==> src/rtl/spike_packet_sink_pkg.sv <==
// Shared definitions for the spike sink, router and controller: default widths,
// packet field layout and time-step defaults.
package spike_packet_sink_pkg;
    localparam int PKT_WIDTH_DEF   = 4;
    localparam int STEP_BITS_DEF   = 5;
    localparam int DEST_BITS       = 2;
    localparam int AXON_BITS       = PKT_WIDTH_DEF - DEST_BITS;
    localparam int STEP_NUMBER_DEF = 32;
    localparam int STEP_CYCLE_DEF  = 64;

    typedef struct packed {
        logic [DEST_BITS-1:0] dest;
        logic [AXON_BITS-1:0] axon;
    } spike_pkt_t;

    function automatic logic [DEST_BITS-1:0] pkt_dest(input spike_pkt_t p);
        return p.dest;
    endfunction
endpackage

==> src/rtl/spike_sync_fifo.sv <==
// Generic show-ahead synchronous FIFO; almost_full flags the level the FIFO
// will hold after the current cycle's push/pop.
module spike_sync_fifo #(
    parameter int WIDTH       = 4,
    parameter int DEPTH       = 8,
    parameter int ADDR_BITS   = 3,
    parameter int FULL_MARGIN = 1
) (
    input  logic                 clk,
    input  logic                 rst,
    input  logic                 push,
    input  logic                 pop,
    input  logic [WIDTH-1:0]     din,
    output logic [WIDTH-1:0]     dout,
    output logic [ADDR_BITS:0]   count,
    output logic                 almost_full,
    output logic                 full
);
    localparam logic [ADDR_BITS:0] FULL_LVL = (ADDR_BITS+1)'(DEPTH);
    localparam logic [ADDR_BITS:0] AF_LVL   = (ADDR_BITS+1)'(DEPTH - FULL_MARGIN);

    logic [WIDTH-1:0]     mem_q [DEPTH];
    logic [ADDR_BITS-1:0] wr_ptr_q, rd_ptr_q;
    logic [ADDR_BITS:0]   count_q, count_d;
    logic                 push_ok, pop_ok;

    assign pop_ok  = pop && (count_q != '0);
    assign push_ok = push && ((count_q != FULL_LVL) || pop_ok);

    always_comb begin
        count_d = count_q;
        if (push_ok && !pop_ok)
            count_d = count_q + 1'b1;
        else if (pop_ok && !push_ok)
            count_d = count_q - 1'b1;
    end

    always_ff @(posedge clk) begin
        if (rst) begin
            for (int i = 0; i < DEPTH; i++)
                mem_q[i] <= '0;
            wr_ptr_q <= '0;
            rd_ptr_q <= '0;
            count_q  <= '0;
        end else begin
            if (push_ok) begin
                mem_q[wr_ptr_q] <= din;
                wr_ptr_q        <= wr_ptr_q + 1'b1;
            end
            if (pop_ok)
                rd_ptr_q <= rd_ptr_q + 1'b1;
            count_q <= count_d;
        end
    end

    assign dout        = mem_q[rd_ptr_q];
    assign count       = count_q;
    assign almost_full = (count_d >= AF_LVL);
    assign full        = (count_q == FULL_LVL);
endmodule

==> src/rtl/spike_packet_sink.sv <==
// Router local-port spike sink: step counter, packet tagging, overflow counting
// and registered back-pressure. Define SPIKE_SINK_STEP_TAG_EN to store step tags.
module spike_packet_sink
    import spike_packet_sink_pkg::*;
#(
    parameter int PKT_WIDTH   = PKT_WIDTH_DEF,
    parameter int DEPTH       = 8,
    parameter int ADDR_BITS   = 3,
    parameter int FULL_MARGIN = 1,
    parameter int STEP_BITS   = STEP_BITS_DEF,
    parameter int DROP_BITS   = 8
) (
    input  logic                 rt_clk,
    input  logic                 rt_reset,
    input  logic                 step_pulse,
    input  logic [PKT_WIDTH-1:0] packet_in,
    input  logic                 write_enable,
    output logic                 receive_full,
    output logic                 out_valid,
    input  logic                 out_ready,
    output logic [PKT_WIDTH-1:0] out_packet,
    output logic [STEP_BITS-1:0] out_step,
    output logic [DROP_BITS-1:0] drop_cnt,
    output logic [STEP_BITS-1:0] step_idx
);
`ifdef SPIKE_SINK_STEP_TAG_EN
    localparam int FW = PKT_WIDTH + STEP_BITS;
`else
    localparam int FW = PKT_WIDTH;
`endif

    logic [STEP_BITS-1:0] step_idx_q, step_idx_d;
    logic [DROP_BITS-1:0] drop_cnt_q, drop_cnt_d;
    logic                 receive_full_q;
    logic [FW-1:0]        fifo_din, fifo_dout;
    logic [ADDR_BITS:0]   fifo_count;
    logic                 fifo_af, fifo_full;
    logic                 push, pop, drop;

    assign pop  = out_valid && out_ready;
    assign push = write_enable && (!fifo_full || pop);
    assign drop = write_enable && fifo_full && !pop;

`ifdef SPIKE_SINK_STEP_TAG_EN
    // Tag with the pre-increment step index, so a write on step_pulse stays in the old step.
    assign fifo_din   = {step_idx_q, packet_in};
    assign out_packet = fifo_dout[PKT_WIDTH-1:0];
    assign out_step   = fifo_dout[FW-1:PKT_WIDTH];
`else
    assign fifo_din   = packet_in;
    assign out_packet = fifo_dout;
    assign out_step   = '0;
`endif

    spike_sync_fifo #(
        .WIDTH      (FW),
        .DEPTH      (DEPTH),
        .ADDR_BITS  (ADDR_BITS),
        .FULL_MARGIN(FULL_MARGIN)
    ) u_fifo (
        .clk        (rt_clk),
        .rst        (rt_reset),
        .push       (push),
        .pop        (pop),
        .din        (fifo_din),
        .dout       (fifo_dout),
        .count      (fifo_count),
        .almost_full(fifo_af),
        .full       (fifo_full)
    );

    always_comb begin
        step_idx_d = step_idx_q;
        drop_cnt_d = drop_cnt_q;
        if (step_pulse)
            step_idx_d = step_idx_q + 1'b1;
        if (drop && (drop_cnt_q != {DROP_BITS{1'b1}}))
            drop_cnt_d = drop_cnt_q + 1'b1;
    end

    always_ff @(posedge rt_clk) begin
        if (rt_reset) begin
            step_idx_q     <= '0;
            drop_cnt_q     <= '0;
            receive_full_q <= 1'b0;
        end else begin
            step_idx_q     <= step_idx_d;
            drop_cnt_q     <= drop_cnt_d;
            receive_full_q <= fifo_af;
        end
    end

    assign out_valid    = (fifo_count != '0);
    assign receive_full = receive_full_q;
    assign drop_cnt     = drop_cnt_q;
    assign step_idx     = step_idx_q;
endmodule

==> config.mk <==
export PLATFORM = sky130hd
export DESIGN_NAME = spike_packet_sink
export DESIGN_NICKNAME = d
export VERILOG_FILES = /design/src/rtl/spike_packet_sink_pkg.sv /design/src/rtl/spike_sync_fifo.sv /design/src/rtl/spike_packet_sink.sv
export SDC_FILE = /design/constraint.sdc
export NUM_CORES = 1
export LEC_CHECK = 0
export BUFFER_PORTS_ARGS = -buffer_cell sky130_fd_sc_hd__buf_4
export CORE_MARGIN = 2
export CORE_UTILIZATION = 30
export CTS_CLUSTER_DIAMETER = 30
export DETAILED_ROUTE_END_ITERATION = 8
export RECOVER_POWER = 100
export SYNTH_ARGS = -nofsm -noshare
export SYNTH_HDL_FRONTEND = slang
export SYNTH_HIERARCHICAL = 1
export SYNTH_SLANG_ARGS = --single-unit
==> constraint.sdc <==
create_clock -name rt_clk -period 2.8 [get_ports rt_clk]
set_input_delay 0.42 -clock rt_clk [delete_from_list [all_inputs] [get_ports rt_clk]]
set_output_delay 0.42 -clock rt_clk [all_outputs]
set_load 0.03 [all_outputs]
# == After elaboration in Yosys (flattened, before gate mapping) ==
# Memory sizes are Yosys's and may differ from the RTL's. A register that Yosys moved wholly into a read port is not among the register bits.
# Index checks and enable logic that the tools add are counted.
# Widths: inputs -> output; s select.
# totals
mem_count,1
regBits,24
in_bits,9
latch_bits,0
mem_bits_rw,32
output_inout_bits,24
rom_bits,0
elab_cells,46
# memory_table
name,depth,width,rd,rd_ports_with_merged_regs,wr,line,rtl
u_fifo.mem_q,8,4,1,1,8,spike_sync_fifo.sv:22,logic [WIDTH-1:0] mem_q [DEPTH];
# op_classes
shifts,0
order_cmp,1
n_reduce_logical,17
div_mod_pow,0
mul,0
bitwise,0
n_mux,12
eq_ne,3
addsub,6
# op_table
op,n
$mux 4,3
$logic_and 1x1->1,9
$mux 3,3
$add 8x1->8 const B,1
$ne 8x8->1 const B,1
$add 3x1->3 const B,2
$mux 1,6
$add 5x1->5 const B,1
$add 4x1->4 const B,1
$eq 4x4->1 const B,1
$ge 4x3->1 const B,1
$logic_not 1->1,4
$ne 4x4->1 const B,1
$reduce_bool 4->1,1
$reduce_or 4->1,1
$sub 4x1->4 const B,1
$logic_or 1x1->1,2

# == Depth between registers and ports, before layout ==
# Gate-level depths: netlist of run 1.
# depth
depth_word,10
depth_mapped,11

# == Hierarchy ==
# The synthesis of run 1 kept the hierarchy.
# by_module_without_submodules
module,instances,cells_each,area_per_inst_um2
spike_sync_fifo,1,181,2163.3
spike_packet_sink,1,74,698.2

# == Worst setup path after synthesis of run 1 ==
# Ideal clock, no wire load.
# synth_path
path_kind,reg2reg
start,register u_fifo.count_q[1] (netlist: u_fifo/count[1])
end,"memory u_fifo.mem_q[4][0], enable pin"
setup_time_ns,0.298
t_required_ns,2.502
stages_incl_launch_ff,10
setup_slack_ns,0.346
path_buffers,1
period_less_slack_ns,2.454
arrival_ns,2.156
cell_sequence,dfxtp_1 -> inv_1 -> ha_1 -> and3b_1 -> a21boi_0 -> buf_2 -> o31a_2 -> nand2_1 -> nor4_1 -> or2_2
# synth_rtl
element,line,rtl
from (decl),spike_sync_fifo.sv:24,"logic [ADDR_BITS:0] count_q, count_d;"
from (signal assigned),spike_sync_fifo.sv:52,count_q <= count_d;
to (decl),spike_sync_fifo.sv:22,

==> results.yml, run 1 <==
detailed_routing:
  drtIter0Drc: 82
  vias_per_cell: 4.78
  num_vias: 2013
  drtPass1Iterations: 4
  ant_nets: 0
  wl_um: 5670
  wire_per_inst_um: 13.5
  drc_errors: 0
clocking:
  cts_resized: 0
  postCtsSetupRepairBufs: 0
  clock-root-buffer: "clkbuf_8"
  cts_max_path_buffers: 2
  htree_num_levels: 3
  cts_tree: "done"
  clk_pin_slew_ps: 70
  cts_sinks: 59
  cts_buffers: 9
  hold_buffers: 0
  worstSkewPairLatency_ps: 330
status:
  status: "finished clean"
finish:
  finalCoreUtilization_pct: 35.6
  area_growth_pct: 15.0
  fillCellCount: 946
  ff_latch_area_mm2: 0.00150
  diodes: 0
  multiInputGateArea_mm2: 0.00122
  drive_gt1_share_pct: 16.4
  layout.nets: 302
grt:
  overflow: 0
  grt_pass1_vias: 1858
  grt_pass1_wl_um: 9200
  grt_max_degree: 32
  track_usage_pct: 11.6
  antenna_found_initial: 0
synth:
  synth_ff_type: "edfxtp_1"
  synth.cell_area_mm2: 0.00286
  yosys_warnings: 6
  ys_seq_area_share_pct: 52.5
  synth.avg_cell_area_um2: 11.2
  synth_area_leaders: "edfxtp_1 (34%), dfxtp_1 (19%), mux4_2 (6.3%)"
  synth_top_area_share_pct: 33.6
  synth-seq-cells: 59
  yosysUniqueCellTypes: 50
  synthCells: 255
  synth_area_leader_cell: "edfxtp_1"
  synth-edff-count: 32
  async_reset_ff_share_pct: 0
power_and_ir_drop:
  internal_power_uw: 1610
  switching_share_pct: 31.7
  clkPwrFrac_pct: 30.7
  pwr-share-comb_pct: 23.6
  ir_drop_uv: 326
  switchingPower_uw: 748
  seqPwrFrac_pct: 45.7
  p_leak_uw: 0.00120
  p_per_area_mw_per_mm2: 718
timing:
  period_share_pct: 94.4
  finalSetupViolations: 0
  drv_slew: 0
  fin_setup_tns_ps: 0
  slew_headroom_pct: 53.9
  rsz0062_at_grt: "false"
  fin_skew_ps: 13.3
  fmax_ghz: 0.378
  hold_violations: 0
  tightestPinTransition_ps: 688
  layout_min_cycle_time_ps: 2640
setup_path:
  crit_type: "reg -> reg"
  cp.arrival_ps: 2610
  cp-start-kind: "flip-flop"
  cp-startpoint: "u_fifo/count[1]"
  required_ps: 2770
  cp_max_fo: 9
  reg2reg_from: "u_fifo/count[1]"
  endpoint_kind: "flip-flop"
worst_hold_path:
  min_path_type: "in -> reg"
  worstHoldStart: "step_pulse"
floorplanning:
  die_y_um: 102
  initial_utilization_pct: 31.0
  dieWidth_um: 102
  dieArea_mm2: 0.0103
  core_mm2: 0.00924
  io_pins: 33
  num_rows: 35
placed_design:
  numPortBuffers: 27
  place_hpwl_um: 4130
  routabilityCongestion: 0.824
job:
  cap_violations: 0
[path summary, 6_finish.rpt]
| check | to | slack [ps] | depth (start not counted) |
|---|---|---|---|
| worst max-delay path | u_fifo/mem_q[7][2] | 160 | 8 |
| worst min-delay path | step_idx[1] | 380 | 3 |
| worst max register to register | u_fifo/mem_q[7][2] | 160 | 8 |
| worst min register to register | u_fifo/rd_ptr_q[1] | 500 | 2 |
[stage by stage]
stage / total power (uW) / cell area (um^2) / setup slack [ps] / cells / hold WS (ps)
after floorplan: 1550 / 2880 / 346 / 259 / 454
after global placement: 1690 / 3200 / 289 / 405 / 478
after detailed placement: 1700 / 3200 / 174 / 405 / 499
after CTS: 2430 / 3390 / 167 / 421 / 370
after global routing: 2490 / 3290 / 1.96 / 421 / 380
final: 2360 / 3290 / 158 / 421 / 377
[worst max-delay path, cell delays in order (launching register included)]
cell and delay, ps:
dfxtp_1 490, inv_1 100, ha_1 250, and3b_1 200, a21boi_0 150, buf_4 190
o31a_2 240, nand2_1 150, o21ai_0 490
[cells in the mapped netlist (2+ instances only)]
master and instances:
nor3_1 8, dfxtp_1 27, and2_1 9, nand3_1 6
buf_2 3, nor4_1 13, o31ai_1 4, inv_1 10
or2_2 2, buf_4 5, nand4_1 5, nor2b_1 2
mux2i_1 2, o21ai_0 5, xnor2_1 4, mux2_2 4
edfxtp_1 32, nand2_1 15, ha_1 6, xor2_1 7
clkbuf_1 9, nor2_1 28, mux4_2 8, or3_1 3
a21oi_1 13
[routing by layer]
metal / GRT usage (%) / vias up / share of wire (%)
met5: 0 / - / 0
met4: 3.12 / 0 / 0.78
met3: 4.21 / 4 / 4.2
met2: 18.6 / 43 / 49
met1: 14.7 / 963 / 46
li1: - / 1003 / -
[kinds of logic (layout without fill, tap and decap cells)]
| family | Yosys count | count (layout) | share of synthesized area [%] |
|---|---|---|---|
| other | 1 | 5 | 0.131 |
| multiplexers | 14 | 14 | 8.57 |
| AO/OA/AOI/OAI | 36 | 36 | 9.97 |
| XOR/XNOR | 11 | 11 | 3.37 |
| AND/OR/NAND/NOR | 100 | 100 | 18.1 |
| adder cells (fa/ha/maj) | 6 | 6 | 2.62 |
| buffers and inverters | 28 | 61 | 4.72 |
| flip-flops | 59 | 59 | 52.5 |
[flip-flops by register name, indices dropped and copies added, names as in the netlist, named ones only]
name / cells
drop_cnt: 8
step_idx: 5
receive_full: 1
u_fifo/rd_ptr_q: 3
u_fifo/mem_q: 32
u_fifo/wr_ptr_q: 3
u_fifo/count: 4
[cells in the final DEF (no fill, tap or decap), drive strengths merged, types with 2 or more instances in the layout]
master,count
clkinv,2
conb,5
or4,2
nor4,13
nor3,8
mux2,4
nand2,16
o31ai,6
clkbuf,36
inv,11
nand3,6
mux2i,2
dfxtp,27
a21oi,13
or3,3
xor2,7
and2,9
nor2b,2
mux4,8
edfxtp,32
buf,12
ha,6
o21ai,5
nor2,28
xnor2,4
or2,2
nand4,5
[area by class of cell]
cell class	instances	share of cell area, %
sequential	59	45.6
timing repair buffer	35	5.44
clock inverter	3	0.608
inverter	10	1.14
clock buffer	13	5.17
tap	129	4.90
multi-input combinational	172	37.1
[power groups by stage]
stage                     Sequential [uW]  Combinational [uW]  Clock [uW]
after CTS                            1080                 602         747
after global placement               1100                 595           0
after detailed placement             1100                 598           0
final                                1080                 557         724
after global routing                 1090                 610         785
after floorplan                      1060                 487           0
(Power assumes the default switching activity.)
==> run 2: changes to the inputs <==
==> constraint.sdc (replaced) <==
create_clock -name rt_clk -period 2.8 [get_ports rt_clk]
set_input_delay 0.56 -clock rt_clk [delete_from_list [all_inputs] [get_ports rt_clk]]
set_output_delay 0.56 -clock rt_clk [all_outputs]
set_load 0.03 [all_outputs]
==> results.yml, run 2 (synthesis results as in run 1) <==
clocking:
  cts_tree: "done"
  worstSkewPairLatency_ps: 330
  cts_resized: 0
  cts_sinks: 59
  clock-root-buffer: "clkbuf_8"
  cts_max_path_buffers: 2
  htree_num_levels: 3
  cts_buffers: 9
  clk_pin_slew_ps: 60
  hold_buffers: 0
  postCtsSetupRepairBufs: 0
worst_hold_path:
  worstHoldStart: "u_fifo/rd_ptr_q[1]"
  min_to: "u_fifo/rd_ptr_q[1]"
  min_path_type: "reg -> reg"
  min_path_cells: 2
detailed_routing:
  drc_errors: 0
  drtPass1Iterations: 4
  vias_per_cell: 4.78
  num_vias: 2011
  drtIter0Drc: 83
  wl_um: 5680
  wire_per_inst_um: 13.5
  ant_nets: 0
setup_path:
  endpoint_kind: "flip-flop"
  crit_family: "compound AO/OA/AOI/OAI gates"
  path_buf_inv: 2
  cp-start-kind: "flip-flop"
  ff2ff_setup_slack_ps: 160
  cp_max_fo: 9
  cp.arrival_ps: 2610
  reg2reg_from: "u_fifo/count[1]"
  cp_slowest_cell: "dfxtp_1"
  crit_path_max_incr_delay_ps: 500
  required_ps: 2770
  r2r_end: "u_fifo/mem_q[7][2]"
  crit_type: "reg -> reg"
  r2r_cells: 8
  crit_chain: "inv_1 -> ha_1 -> and3b_1 -> a21boi_0 -> buf_4 -> o31a_2 -> nand2_1 -> o21ai_0"
job:
  cap_violations: 0
timing:
  holdWs_ps: 498
  slew_headroom_pct: 53.9
  finalSetupViolations: 0
  hold_violations: 0
  fmax_ghz: 0.378
  fin_setup_tns_ps: 0
  drv_slew: 0
  layout_min_cycle_time_ps: 2640
  period_share_pct: 94.5
  tightestPinTransition_ps: 688
  rsz0062_at_grt: "false"
  fin_skew_ps: 13.4
  worst_slack_ps: 155
power_and_ir_drop:
  p_leak_uw: 0.00121
  p_per_area_mw_per_mm2: 718
  ir_drop_uv: 326
placed_design:
  routabilityCongestion: 0.824
  numPortBuffers: 27
  place_hpwl_um: 4130
  dp_slack_ps: 174
finish:
  final_common_cell: "edfxtp_1"
  largest_reg_flops: 32
  final_cell_mix: "edfxtp_1 (32), nor2_1 (28), dfxtp_1 (27)"
  area_growth_pct: 15.1
  regMostFlops: "u_fifo/mem_q"
  drive_gt1_share_pct: 17.5
  layout.nets: 302
  diodes: 0
floorplanning:
  num_rows: 35
  io_pins: 33
  dieWidth_um: 102
  die_y_um: 102
  core_mm2: 0.00924
  dieArea_mm2: 0.0103
  initial_utilization_pct: 31.0
status:
  status: "finished clean"
grt:
  grt_pass1_vias: 1858
  overflow: 0
  grt_max_degree: 32
  track_usage_pct: 11.6
  antenna_found_initial: 0
  grt_pass1_wl_um: 9200
-- run 2: cell count changes in the layout (fill, tap and decap cells not counted) --
| cell | change |
|---|---|
| clkbuf_1 | -3 |
| clkbuf_2 | +3 |
-- run 2: metrics by stage --
stage | cells | utilization (%) | power, uW | area [um^2]
finish | 421 | 35.7 | 2370 | 3290
global route | 421 | 35.7 | 2490 | 3290
CTS | 421 | 36.7 | 2430 | 3390
detailed placement | 405 | 34.7 | 1700 | 3200
global placement | 405 | 34.7 | 1690 | 3200
floorplan | 259 | - | 1550 | 2880
-- run 2: layout make-up --
cell class                      instances  area, um^2
Sequential cell                        59        1500
Inverter                               10        37.5
Multi-Input combinational cell        172        1220
Tap cell                              129         161
Fill cell                             946        5950
Clock inverter                          3        20.0
Clock buffer                           13         170
Timing Repair Buffer                   35         183
-- run 2: worst max path at each step --
stage | slack [ps] | end | cells after the start | from
3_5_place_dp | 170 | u_fifo/mem_q[7][0] | 8 | u_fifo/count[1]
2_1_floorplan | 350 | u_fifo/mem_q[4][0] | 9 | u_fifo/count[1]
6_report | 160 | u_fifo/mem_q[7][2] | 8 | u_fifo/count[1]
5_1_grt | 2 | u_fifo/mem_q[7][2] | 8 | u_fifo/count[1]
3_3_place_gp | 290 | u_fifo/mem_q[7][1] | 8 | u_fifo/count[1]
4_1_cts | 160 | out_packet[2] | 3 | flip-flop
-- run 2: power by group --
part	internal [uW]	total (uW)	leakage, uW	switching [uW]
Clock	400	725	0.0000991	324
Sequential	983	1080	0.000551	97.7
Combinational	234	561	0.000556	326
-- run 2: layer usage --
metal / part of all wire, % / routed length, um / global-route usage (%) / up-vias
li1: - / - / - / 1002
met1: 46 / 2630 / 14.7 / 959
met2: 49 / 2750 / 18.6 / 46
met3: 4.3 / 245 / 4.21 / 4
met4: 0.78 / 44 / 3.12 / 0
met5: 0 / 0 / 0 / -
-- run 2: tightest hold or removal path, stage by stage, from the launching register on --
cell,delay [ps]
dfxtp_1,320
nand2_1,50
a21oi_1,70
==> run 3: changes to the inputs <==
- PLACE_DENSITY: unset -> 0.55
- SKIP_CTS_REPAIR_TIMING: unset -> 1
==> results.yml, run 3 (synthesis results as in run 1) <==
worst_hold_path:
  worstHoldStart: "u_fifo/rd_ptr_q[1]"
  min_path_type: "reg -> reg"
  min_path_cells: 2
detailed_routing:
  drtPass1Iterations: 4
  vias_per_cell: 4.72
  num_vias: 1995
  drtIter0Drc: 74
  wl_um: 5910
  drc_errors: 0
  ant_nets: 0
  wire_per_inst_um: 14.0
timing:
  fin_setup_tns_ps: 0
  slew_headroom_pct: 52.6
  tightestPinTransition_ps: 709
  drv_slew: 0
  period_share_pct: 92.4
  fin_skew_ps: 6.48
  finalSetupViolations: 0
  hold_violations: 0
  layout_min_cycle_time_ps: 2590
  fmax_ghz: 0.386
  rsz0062_at_grt: "false"
clocking:
  cts_tree: "done"
  clock-root-buffer: "clkbuf_8"
  cts_buffers: 9
  htree_num_levels: 3
  cts_max_path_buffers: 2
  worstSkewPairLatency_ps: 330
  clk_pin_slew_ps: 70
  cts_sinks: 59
placed_design:
  placed_area_mm2: 0.00322
  routabilityCongestion: 0.812
  place_hpwl_um: 4240
  numPortBuffers: 27
setup_path:
  cp-start-kind: "flip-flop"
  crit_type: "reg -> out"
  reg2reg_from: "u_fifo/count[1]"
  r2r_cells: 9
  endpoint_kind: "output port"
  cp.arrival_ps: 2030
  cp_max_fo: 8
  required_ps: 2240
floorplanning:
  die_y_um: 102
  dieArea_mm2: 0.0103
  io_pins: 33
  initial_utilization_pct: 31.0
  dieWidth_um: 102
  core_mm2: 0.00924
  num_rows: 35
finish:
  fillCellCount: 974
  layout.nets: 304
  final_common_cell: "edfxtp_1"
  area_growth_pct: 16.6
  stdcell_area_mm2: 0.00334
  final_cell_mix: "edfxtp_1 (32), nor2_1 (28), dfxtp_1 (27)"
  diodes: 0
  drive_gt1_share_pct: 17.0
  largest_reg_flops: 32
  regMostFlops: "u_fifo/mem_q"
power_and_ir_drop:
  p_per_area_mw_per_mm2: 774
  finalPower_uw: 2580
  p_leak_uw: 0.00122
  ir_drop_uv: 277
grt:
  grt_pass1_wl_um: 9800
  grtUsageMet3_pct: 4.14
  grt_max_degree: 32
  grt_busiest_layer: "met2"
  gr-usage-met1_pct: 15.4
  grt_pass1_vias: 1963
  track_usage_pct: 12.4
  antenna_found_initial: 0
  overflow: 0
  grtUsageMet2_pct: 20.2
job:
  cap_violations: 0
status:
  status: "finished clean"
==> run 3: path summary, 6_finish.rpt <==
| kind | end | slack, ps |
|---|---|---|
| min reg2reg | u_fifo/rd_ptr_q[1] | 500 |
| max | out_packet[1] | 210 |
| min | u_fifo/rd_ptr_q[1] | 500 |
| max reg2reg | u_fifo/mem_q[4][0] | 240 |
==> run 3: worst max-delay path, cell delays in order, from the launching register on <==
cell and delay [ps]:
dfxtp_1 650, mux4_2 600, mux2_2 280, buf_2 180
==> run 3: per-layer routing <==
metal / wire length [um] / part of all wire [%]
met1: 2670 / 45
met3: 318 / 5.4
met4: 17 / 0.29
met2: 2910 / 49
met5: 0 / 0
==> run 3: where the power goes <==
| group | switching, uW | leakage, uW | internal, uW |
|---|---|---|---|
| sequential | 89.8 | 0.000551 | 983 |
| clock | 349 | 0.000117 | 590 |
| combinational | 334 | 0.000553 | 238 |
==> run 3: final cells by class <==
class | instances | area, um^2 | share of cell area, %
Clock buffer | 9 | 124 | 3.71
Sequential cell | 59 | 1500 | 45.0
Multi-Input combinational cell | 172 | 1210 | 36.2
Timing Repair Buffer | 37 | 189 | 5.66
Clock inverter | 7 | 115 | 3.45
Inverter | 10 | 37.5 | 1.13
Tap cell | 129 | 161 | 4.84
==> run 3: through the flow <==
step	util [%]	hold WS, ps	setup slack, ps	instances
after floorplan	-	454	346	259
after global placement	34.8	479	269	407
after detailed placement	34.8	494	210	407
after CTS	37.4	503	140	423
after global routing	36.1	511	46.4	423
final	36.1	504	212	423
